**src/rtl/alu_operand_stage.sv**
```systemverilog
// -----------------------------------------------------------------------------
// alu_operand_stage
//   Registered operand-select stage that sits between decode and execute.
//   It builds ALU operand A (PC or rs1) and operand B (rs2, PC increment,
//   extended immediate or zero). Source registers take EX/MEM forwarded
//   results, and a bubble is inserted when an instruction uses the result
//   of a load that is still in EX. Both sides use a valid/ready handshake.
//   A saturating counter records the number of hazard cycles.
//
// Ports
//   clk, rst_n              clock (rising edge), async active-low reset
//   in_valid / in_ready     decode-side handshake
//   in_op                   ALU opcode tag carried to execute
//   pc                      PC of the instruction
//   rs1/rs2_addr, _data     source register addresses and regfile read data
//   imm, imm_mode           raw immediate and its extension mode
//   src_a_sel, src_b_sel    operand source selects
//   ex_we, ex_is_load,
//   ex_addr, ex_data        EX-stage writeback information
//   mem_we, mem_addr,
//   mem_data                MEM-stage writeback information
//   out_valid / out_ready   execute-side handshake
//   alu_a, alu_b, out_op    registered operands and opcode tag
//   clr_stats               synchronous clear of stall_cnt
//   stall_cnt               saturating count of hazard cycles
// -----------------------------------------------------------------------------
module alu_operand_stage #(
    parameter int DATA_W = 16,
    parameter int RA_W   = 3,
    parameter int IMM_W  = 12,
    parameter int OP_W   = 4,
    parameter int PC_INC = 2,
    parameter int CNT_W  = 8
) (
    input  logic              clk,
    input  logic              rst_n,
    input  logic              in_valid,
    output logic              in_ready,
    input  logic [OP_W-1:0]   in_op,
    input  logic [DATA_W-1:0] pc,
    input  logic [RA_W-1:0]   rs1_addr,
    input  logic [RA_W-1:0]   rs2_addr,
    input  logic [DATA_W-1:0] rs1_data,
    input  logic [DATA_W-1:0] rs2_data,
    input  logic [IMM_W-1:0]  imm,
    input  logic [1:0]        imm_mode,
    input  logic              src_a_sel,
    input  logic [1:0]        src_b_sel,
    input  logic              ex_we,
    input  logic              ex_is_load,
    input  logic [RA_W-1:0]   ex_addr,
    input  logic [DATA_W-1:0] ex_data,
    input  logic              mem_we,
    input  logic [RA_W-1:0]   mem_addr,
    input  logic [DATA_W-1:0] mem_data,
    output logic              out_valid,
    input  logic              out_ready,
    output logic [DATA_W-1:0] alu_a,
    output logic [DATA_W-1:0] alu_b,
    output logic [OP_W-1:0]   out_op,
    input  logic              clr_stats,
    output logic [CNT_W-1:0]  stall_cnt
);

    logic              out_valid_q, out_valid_d;
    logic [DATA_W-1:0] alu_a_q, alu_a_d;
    logic [DATA_W-1:0] alu_b_q, alu_b_d;
    logic [OP_W-1:0]   out_op_q, out_op_d;
    logic [CNT_W-1:0]  stall_cnt_q, stall_cnt_d;

    logic [DATA_W-1:0] rs1_fwd, rs2_fwd, imm_ext;
    logic              use_rs1, use_rs2, hazard, accept;

    // Forwarding. A load in EX has no data yet, so EX only forwards
    // non-load results; the load is picked up from MEM a cycle later.
    always_comb begin
        // NOTE: every combinational output gets a default first so no
        // path through the block leaves it unassigned (no latch).
        rs1_fwd = rs1_data;
        if (rs1_addr == '0)
            rs1_fwd = '0;
        else if (ex_we && !ex_is_load && ex_addr == rs1_addr)
            rs1_fwd = ex_data;
        else if (mem_we && mem_addr == rs1_addr)
            rs1_fwd = mem_data;

        rs2_fwd = rs2_data;
        if (rs2_addr == '0)
            rs2_fwd = '0;
        else if (ex_we && !ex_is_load && ex_addr == rs2_addr)
            rs2_fwd = ex_data;
        else if (mem_we && mem_addr == rs2_addr)
            rs2_fwd = mem_data;
    end

    // Immediate extension; mode 10 drops the MSB after the shift.
    always_comb begin
        imm_ext = '0;
        unique case (imm_mode)
            2'b00: imm_ext = DATA_W'(imm[7:0]);
            2'b01: imm_ext = DATA_W'($signed(imm[7:0]));
            2'b10: imm_ext = DATA_W'($signed(imm[7:0])) << 1;
            2'b11: imm_ext = DATA_W'($signed(imm));
        endcase
    end

    // Load-use hazard only matters for sources the instruction reads.
    assign use_rs1 = src_a_sel;
    assign use_rs2 = (src_b_sel == 2'b00);
    assign hazard  = in_valid && ex_we && ex_is_load && (ex_addr != '0) &&
                     ((use_rs1 && ex_addr == rs1_addr) ||
                      (use_rs2 && ex_addr == rs2_addr));

    assign in_ready = (!out_valid_q || out_ready) && !hazard;
    assign accept   = in_valid && in_ready;

    always_comb begin
        out_valid_d = out_valid_q;
        alu_a_d     = alu_a_q;
        alu_b_d     = alu_b_q;
        out_op_d    = out_op_q;
        if (accept) begin
            out_valid_d = 1'b1;
            alu_a_d     = src_a_sel ? rs1_fwd : pc;
            out_op_d    = in_op;
            unique case (src_b_sel)
                2'b00: alu_b_d = rs2_fwd;
                2'b01: alu_b_d = DATA_W'(PC_INC);
                2'b10: alu_b_d = imm_ext;
                2'b11: alu_b_d = '0;
            endcase
        end else if (!(out_valid_q && !out_ready)) begin
            // Bubble: data registers keep their old contents.
            out_valid_d = 1'b0;
        end
    end

    // Clear wins over counting; the counter stops at all-ones.
    always_comb begin
        stall_cnt_d = stall_cnt_q;
        if (clr_stats)
            stall_cnt_d = '0;
        else if (hazard && stall_cnt_q != '1)
            stall_cnt_d = stall_cnt_q + CNT_W'(1);
    end

    // NOTE: the operand registers are reset too, because the outputs must
    // read 0 during reset rather than stale operands.
    always_ff @(posedge clk or negedge rst_n) begin
        if (!rst_n) begin
            out_valid_q <= 1'b0;
            alu_a_q     <= '0;
            alu_b_q     <= '0;
            out_op_q    <= '0;
            stall_cnt_q <= '0;
        end else begin
            // NOTE: non-blocking assignments so every flop samples the
            // pre-edge value, independent of statement order.
            out_valid_q <= out_valid_d;
            alu_a_q     <= alu_a_d;
            alu_b_q     <= alu_b_d;
            out_op_q    <= out_op_d;
            stall_cnt_q <= stall_cnt_d;
        end
    end

    assign out_valid = out_valid_q;
    assign alu_a     = alu_a_q;
    assign alu_b     = alu_b_q;
    assign out_op    = out_op_q;
    assign stall_cnt = stall_cnt_q;

endmodule

```
**config.mk**
```make
export PLATFORM = sky130hd
export DESIGN_NAME = alu_operand_stage
export DESIGN_NICKNAME = d
export VERILOG_FILES = /design/src/rtl/alu_operand_stage.sv
export SDC_FILE = /design/constraint.sdc
export NUM_CORES = 1
export LEC_CHECK = 0
export BUFFER_PORTS_ARGS = -buffer_cell sky130_fd_sc_hd__buf_4
export CAP_MARGIN = 40
export CELL_PAD_IN_SITES_DETAIL_PLACEMENT = 0
export CELL_PAD_IN_SITES_GLOBAL_PLACEMENT = 1
export CORE_MARGIN = 3
export CORE_UTILIZATION = 35
export DETAILED_ROUTE_END_ITERATION = 8
export GPL_TIMING_DRIVEN = 0
export PLACE_DENSITY_LB_ADDON = 0.1
export SYNTH_ARGS = -nofsm -noshare
export SYNTH_HDL_FRONTEND = slang
export SYNTH_SLANG_ARGS = --single-unit
```
**constraint.sdc**
```tcl
create_clock -name clk -period 2.5 [get_ports clk]
set_input_delay 0.375 -clock clk [delete_from_list [all_inputs] [get_ports clk]]
set_output_delay 0.375 -clock clk [all_outputs]
set_load 0.1 [all_outputs]
```
==> impl_metrics.toml, run 1 <==
[detailed_routing]
drt_wl_total_um = 11800
vias = 3700
drc = 0
top_layer_used = "met4"
wl_met2_um = 5620
m1WireLength_um = 5280
wl_per_cell_um = 17.0
met3WireLength_um = 748
drt-pass1-iter-count = 4
antenna_left = 0
drt_iter0_markers = 115
viasPerCell = 5.33

[setup_path]
crit_type = "in2out"
crit_path_max_incr_delay_ns = 0.44
cp.required_ns = 2.12
reg2reg_from = "out_valid"
worstSetupStartpoint = "ex_addr[1]"
crit_slowest_cell = "nor4b_2"
cp_max_fo = 10
cp_cell_sequence = "buf_4 -> xor2_2 -> nor4b_2 -> o21ai_2 -> buf_6 -> buf_2 -> and2_1 -> buf_4"
start_kind = "input port"
worstPathArrival_ns = 2.05
crit_top_cell = "buf_4"
end_kind = "output port"

[placed_design]
io_buffers = 165
place_hpwl_um = 9700
postPlaceCellArea_mm2 = 0.00475
routabilityCongestion = 0.832
pre_cts_ws_ns = -0.143

[timing]
skew_ns = 0.00901
relSlewSlack_pct = 41.9
finalCritPeriodShare_pct = 97.1
fmax_mhz = 412
slew_violations = 0
rsz0062_at_grt = "false"
setup_viol = 0
hold_viol_final = 0
fin_ws_ns = 0.0737
tightest_slew_ns = 0.864
min_period_ns = 2.43

[synthesis]
synth_common_cells = "a21oi_1 (67), nand2_1 (49), dfrtp_1 (45)"
synthesis.nets = 513
synth_edf_count = 0
async_reset_ff_share_pct = 100
yosysSeqAreaShare_pct = 33.7
ys_warn_count = 0
synth.distinct_cells = 47
synth_ff_type = "dfrtp_1"
synthCells = 391
synth_area_leaders = "dfrtp_1 (34%), a21oi_1 (10%), nand2_1 (5.5%)"
synthesis.area_mm2 = 0.00335
synth_area_per_cell_um2 = 8.56
yosysTopAreaCell = "dfrtp_1"
synth.most_common_cell = "a21oi_1"
synth_top_cell_area_share_pct = 33.7
ys_ff_latch = 45

[global_route]
track_usage_pct = 21.2
grt_pass1_wl_um = 18700
antenna_found_initial = 0
grt_start_max_net_pins = 46
first_global_vias = 3729
grt_overflow = 0

[power_and_ir_drop]
p_per_area_mw_per_mm2 = 617
cellLeakagePower_uw = 0.00217
vdd_ir_drop_max_mv = 0.290

[floorplanning]
design.core.area_mm2 = 0.00928
die_x_um = 104
placementRows = 35
io_pins = 167
initial_core_util_pct = 36.0
die_h_um = 104
dieArea_mm2 = 0.0108

[run_status]
status = "complete, no violations"

[cts]
clock_sinks = 45
cts_tree = "yes"
ctsHtreeMaxLevel = 2
cts_buffers = 5
clk_pin_slew_ns = 0.10
worst_skew_pair.late_latency_ns = 0.31
cts_buffer_depth = 2
cts_root_buf = "clkbuf_8"

[layout]
final_area_mm2 = 0.00488
area.growth.synth_to_final_pct = 45.8
nets = 686
num_antenna_cells = 0
layout-drive-gt1-share_pct = 38.1
fillCellCount = 955

[job]
drv_cap = 0

[min_path]
hp-class = "in2async"
worst max-delay path, delay by kind of cell:
| family | cells | cell delay [ns] |
|---|---|---|
| xor gates and xnor gates | 1 | 0.20 |
| AOI/OAI and AO/OA | 1 | 0.17 |
| buffers and inverters | 4 | 0.72 |
| and+or+nand+nor | 2 | 0.59 |
layout by cell type, fill, tap and decap left out, drive strengths merged, types with 2 or more instances in the layout:
master	Yosys	routed
dfrtp	45	45
nor2b	4	4
nor4	4	4
o22a	16	16
xnor2	3	3
buf	16	182
nor2	22	22
a21oi	67	67
o21ai	6	6
nand2	49	49
nand2b	20	20
nand3	16	16
nor4b	2	2
a221o	16	16
nand4	2	2
nor3	4	4
a31oi	16	16
or4	5	5
and2	4	4
a21boi	4	4
clkbuf	16	21
o31ai	19	19
xor2	9	9
mux2	12	12
inv	2	3
cell families (layout without fill, tap and decap cells):
| kind of cell | Yosys count | count (layout) | share of synthesized area (%) |
|---|---|---|---|
| AOI/OAI and AO/OA | 148 | 148 | 31.1 |
| buffers and inverters | 34 | 208 | 5.61 |
| muxes | 13 | 13 | 4.34 |
| adders and majority gates | 1 | 1 | 0.374 |
| DFF | 45 | 45 | 33.7 |
| xor gates and xnor gates | 12 | 12 | 3.59 |
| and+or+nand+nor | 138 | 138 | 21.4 |
through the flow:
step	utilization [%]	power, uW	instances	hold slack, ns	setup TNS, ns
after global placement	51.1	2430	685	0.425	-0.0892
after floorplan	-	1980	391	0.0794	0
after global routing	52.6	3140	694	0.100	0
after CTS	52.5	3040	693	0.0801	0
after detailed placement	51.1	2440	685	0.423	-0.143
final	52.6	3010	694	0.0623	0
power breakdown:
part / switching, uW / internal, uW
clock network: 286 / 307
registers: 58.7 / 828
logic: 1110 / 428
total: 1450 / 1560
registers in the layout, indices dropped and copies added, names as in the netlist:
name       cells
out_valid      1
alu_b         16
alu_a         16
out_op         4
stall_cnt      8
routing by layer:
layer | vias to the layer above | global-route usage (%)
met1 | 1753 | 27.9
met3 | 12 | 4.92
met4 | 0 | 4.75
met2 | 130 | 35.7
li1 | 1805 | -
met5 | - | 0
path summary, 6_finish.rpt:
kind,end,slack (ns),cells past startpoint
min reg2reg,out_op[0],0.50,1
min,stall_cnt[6],0.06,1
max reg2reg,alu_a[12],0.47,6
min in group clk,out_op[3],0.28,2
max in group asynchronous,alu_a[0],2.01,1
max,in_ready,0.07,8
what timing repair did:
action,in CTS,in global routing
pin swaps,1,1
resized for setup,1,0
endpoints found under the setup margin,1,1
buffers inserted,0,1
hold buffers,0,0
layout make-up:
| type | count | area, um^2 | share of cell area, % |
|---|---|---|---|
| Buffer | 32 | 180 | 3.69 |
| Clock inverter | 3 | 50.0 | 1.03 |
| Clock buffer | 5 | 68.8 | 1.41 |
| Timing Repair Buffer | 166 | 1250 | 25.5 |
| Tap cell | 129 | 161 | 3.31 |
| Inverter | 2 | 7.51 | 0.154 |
| Sequential cell | 45 | 1130 | 23.1 |
| Multi-Input combinational cell | 312 | 2040 | 41.8 |
(Power assumes the default switching activity.)
==> run 2, diff against run 1 <==
Settings changed: ABC_AREA set to 1, CORE_UTILIZATION 35 to 34.
==> run 2 against run 1 <==
Clock power down 21%. Register-to-register slack better by 0.28 ns. Setup slack better by 0.53 ns. Fmax up 28%. Critical path depth up 2. Power down 4.6%. Die area up 16%. Critical path type unchanged. Critical endpoint unchanged. Largest cell class unchanged. Largest power group unchanged.
==> impl_metrics.toml, run 2 <==
[run_status]
status = "complete, no violations"

[synthesis]
synthCells = 633
synth-compound-area-share_pct = 3.15
synth.distinct_cells = 32
synth_top_family_by_area = "simple AND/OR/NAND/NOR gates"
yosysTopAreaCell = "nand2_1"
synth_area_per_cell_um2 = 6.03
yosys.area_share.simple_pct = 52.6
ys_ff_latch = 45
async_reset_ff_share_pct = 100
synthesis.area_mm2 = 0.00382
ys_warn_count = 0
synth_edf_count = 0
synthXorXnorAreaFrac_pct = 1.84
yosysSeqAreaShare_pct = 29.5
synth_common_cells = "nand2_1 (309), nand3_1 (82), inv_1 (63)"
synth_top_cell_area_share_pct = 30.4
synth_ff_type = "dfrtp_1"
muxShareOfSynthArea_pct = 0
synthesis.nets = 755
synth.most_common_cell = "nand2_1"
synth-adder-area-share_pct = 0.328
synth_area_leaders = "nand2_1 (30%), dfrtp_1 (30%), nand3_1 (11%)"

[floorplanning]
design.core.area_mm2 = 0.0109
placementRows = 38
die_x_um = 112
io_pins = 167
initial_core_util_pct = 35.0
die_h_um = 112
dieArea_mm2 = 0.0125

[power_and_ir_drop]
internal_power_uw = 1420
cellLeakagePower_uw = 0.00320
switchingPower_uw = 1450
p_per_area_mw_per_mm2 = 540
p_seq_share_pct = 30.7
vdd_ir_drop_max_mv = 0.441
sw_frac_of_total_pct = 50.6
p_clk_share_pct = 16.2
p_comb_share_pct = 53.1

[cts]
cts_setup_buffers = 0
clk_pin_slew_ns = 0.09
ctsHtreeMaxLevel = 2
cts_tree = "yes"
cts_root_buf = "clkbuf_8"
cts.repair.resized = 0
cts_buffers = 5
worst_skew_pair.late_latency_ns = 0.30
clock_sinks = 45
cts_buffer_depth = 2
postCtsHoldBufs = 0

[global_route]
grt_overflow = 0
track_usage_pct = 21.3
grt_pass1_wl_um = 21900
antenna_found_initial = 0
first_global_vias = 4526
grt_start_max_net_pins = 46

[setup_path]
crit_type = "in2out"
crit_top_cell = "nand2_1"
cp_cell_sequence = "buf_4 -> inv_2 -> nand2_1 -> nand2_2 -> nand4_1 -> nand2_1 -> nand2_1 -> nand2_1 -> inv_1 -> buf_4"
cp_max_fo = 9
end_kind = "output port"
reg2reg_from = "stall_cnt[0]"
crit_path_max_incr_delay_ns = 0.22
rrSetupSlack_ns = 0.75
worstPathArrival_ns = 1.52
cp.required_ns = 2.12
crit_slowest_cell = "buf_4"
r2r.worst_path.cells = 9
worstSetupStartpoint = "ex_addr[2]"
start_kind = "input port"

[detailed_routing]
drt_iter0_markers = 377
drt-pass1-iter-count = 5
vias = 4637
wl_per_cell_um = 14.5
antenna_left = 0
viasPerCell = 4.90
drt_wl_total_um = 13700
drc = 0

[timing]
skew_ns = 0.00368
rsz0062_at_grt = "false"
fin_setup_tns_ns = 0
fmax_mhz = 528
setup_viol = 0
finalCritPeriodShare_pct = 75.7
min_period_ns = 1.89
relSlewSlack_pct = 61.5
hold_viol_final = 0
slew_violations = 0
tightest_slew_ns = 0.577
fin_ws_ns = 0.607

[placed_design]
pre_cts_ws_ns = 0.586
routabilityCongestion = 0.956
place_hpwl_um = 11200
io_buffers = 166

[layout]
fillCellCount = 1195
layout-drive-gt1-share_pct = 27.5
area.growth.synth_to_final_pct = 39.6
layout.cells.most_common_list = "nand2_1 (309), buf_4 (171), nand3_1 (82)"
nets = 928
num_antenna_cells = 0
layout_commonest_cell = "nand2_1"

[min_path]
hp-class = "in2async"

[job]
drv_cap = 0
-- run 2: cell count changes after synthesis, moves of 18 or more --
cell | before | now
nand2_1 | 49 | 309
a21oi_1 | 67 | 0
nand3_1 | 16 | 82
inv_1 | 2 | 63
nand4_1 | 2 | 35
nand2b_1 | 20 | 0
o31ai_1 | 19 | 1
-- run 2: final timing paths --
kind | endpoint
max | in_ready
max reg2reg | stall_cnt[6]
min | alu_b[12]
min in group clk | out_op[1]
min reg2reg | alu_a[12]
max in group asynchronous | alu_b[1]
-- run 2: logic make-up after synthesis --
family	Yosys count
fa+ha+maj	1
compound gates	16
flops	45
simple gates	460
buf+inv	103
xor+xnor	8
-- run 2: critical path, delay by kind of cell --
family | cells | cell delay (ns)
AND/OR/NAND/NOR | 6 | 0.68
buffers and inverters | 4 | 0.45
-- run 2: stage by stage --
stage / hold slack [ns] / total power [uW] / util (%) / cell area [um^2] / instances
3_3_place_gp: 0.419 / 2420 / 48.1 / 5240 / 939
6_report: 0.0640 / 2870 / 48.9 / 5330 / 947
2_1_floorplan: 0.0794 / 1960 / - / 3820 / 633
3_5_place_dp: 0.413 / 2430 / 48.1 / 5240 / 939
5_1_grt: 0.0967 / 3030 / 48.9 / 5330 / 947
4_1_cts: 0.0786 / 2890 / 48.9 / 5330 / 947
-- run 2: power by group through the flow --
stage	clock, uW	combinational, uW	sequential [uW]
floorplan	0	386	1570
global placement	0	1520	892
detailed placement	0	1530	895
CTS	479	1530	882
global route	515	1620	895
finish	467	1530	882
-- run 2: layout make-up --
cell class | count | area, um^2 | share of cell area (%)
multi-input combinational | 485 | 2210 | 41.5
timing repair buffer | 166 | 1250 | 23.4
sequential | 45 | 1130 | 21.1
inverter | 77 | 289 | 5.43
buffer | 26 | 193 | 3.62
tap | 140 | 175 | 3.29
clock buffer | 5 | 68.8 | 1.29
clock inverter | 3 | 21.3 | 0.399
-- run 2: layer usage --
metal / vias up / part of all wire (%) / GRT usage, %
li1: 2348 / - / -
met1: 2113 / 43 / 27.0
met2: 160 / 48 / 37.5
met3: 16 / 6.9 / 4.67
met4: 0 / 1.5 / 4.25
met5: - / 0 / 0
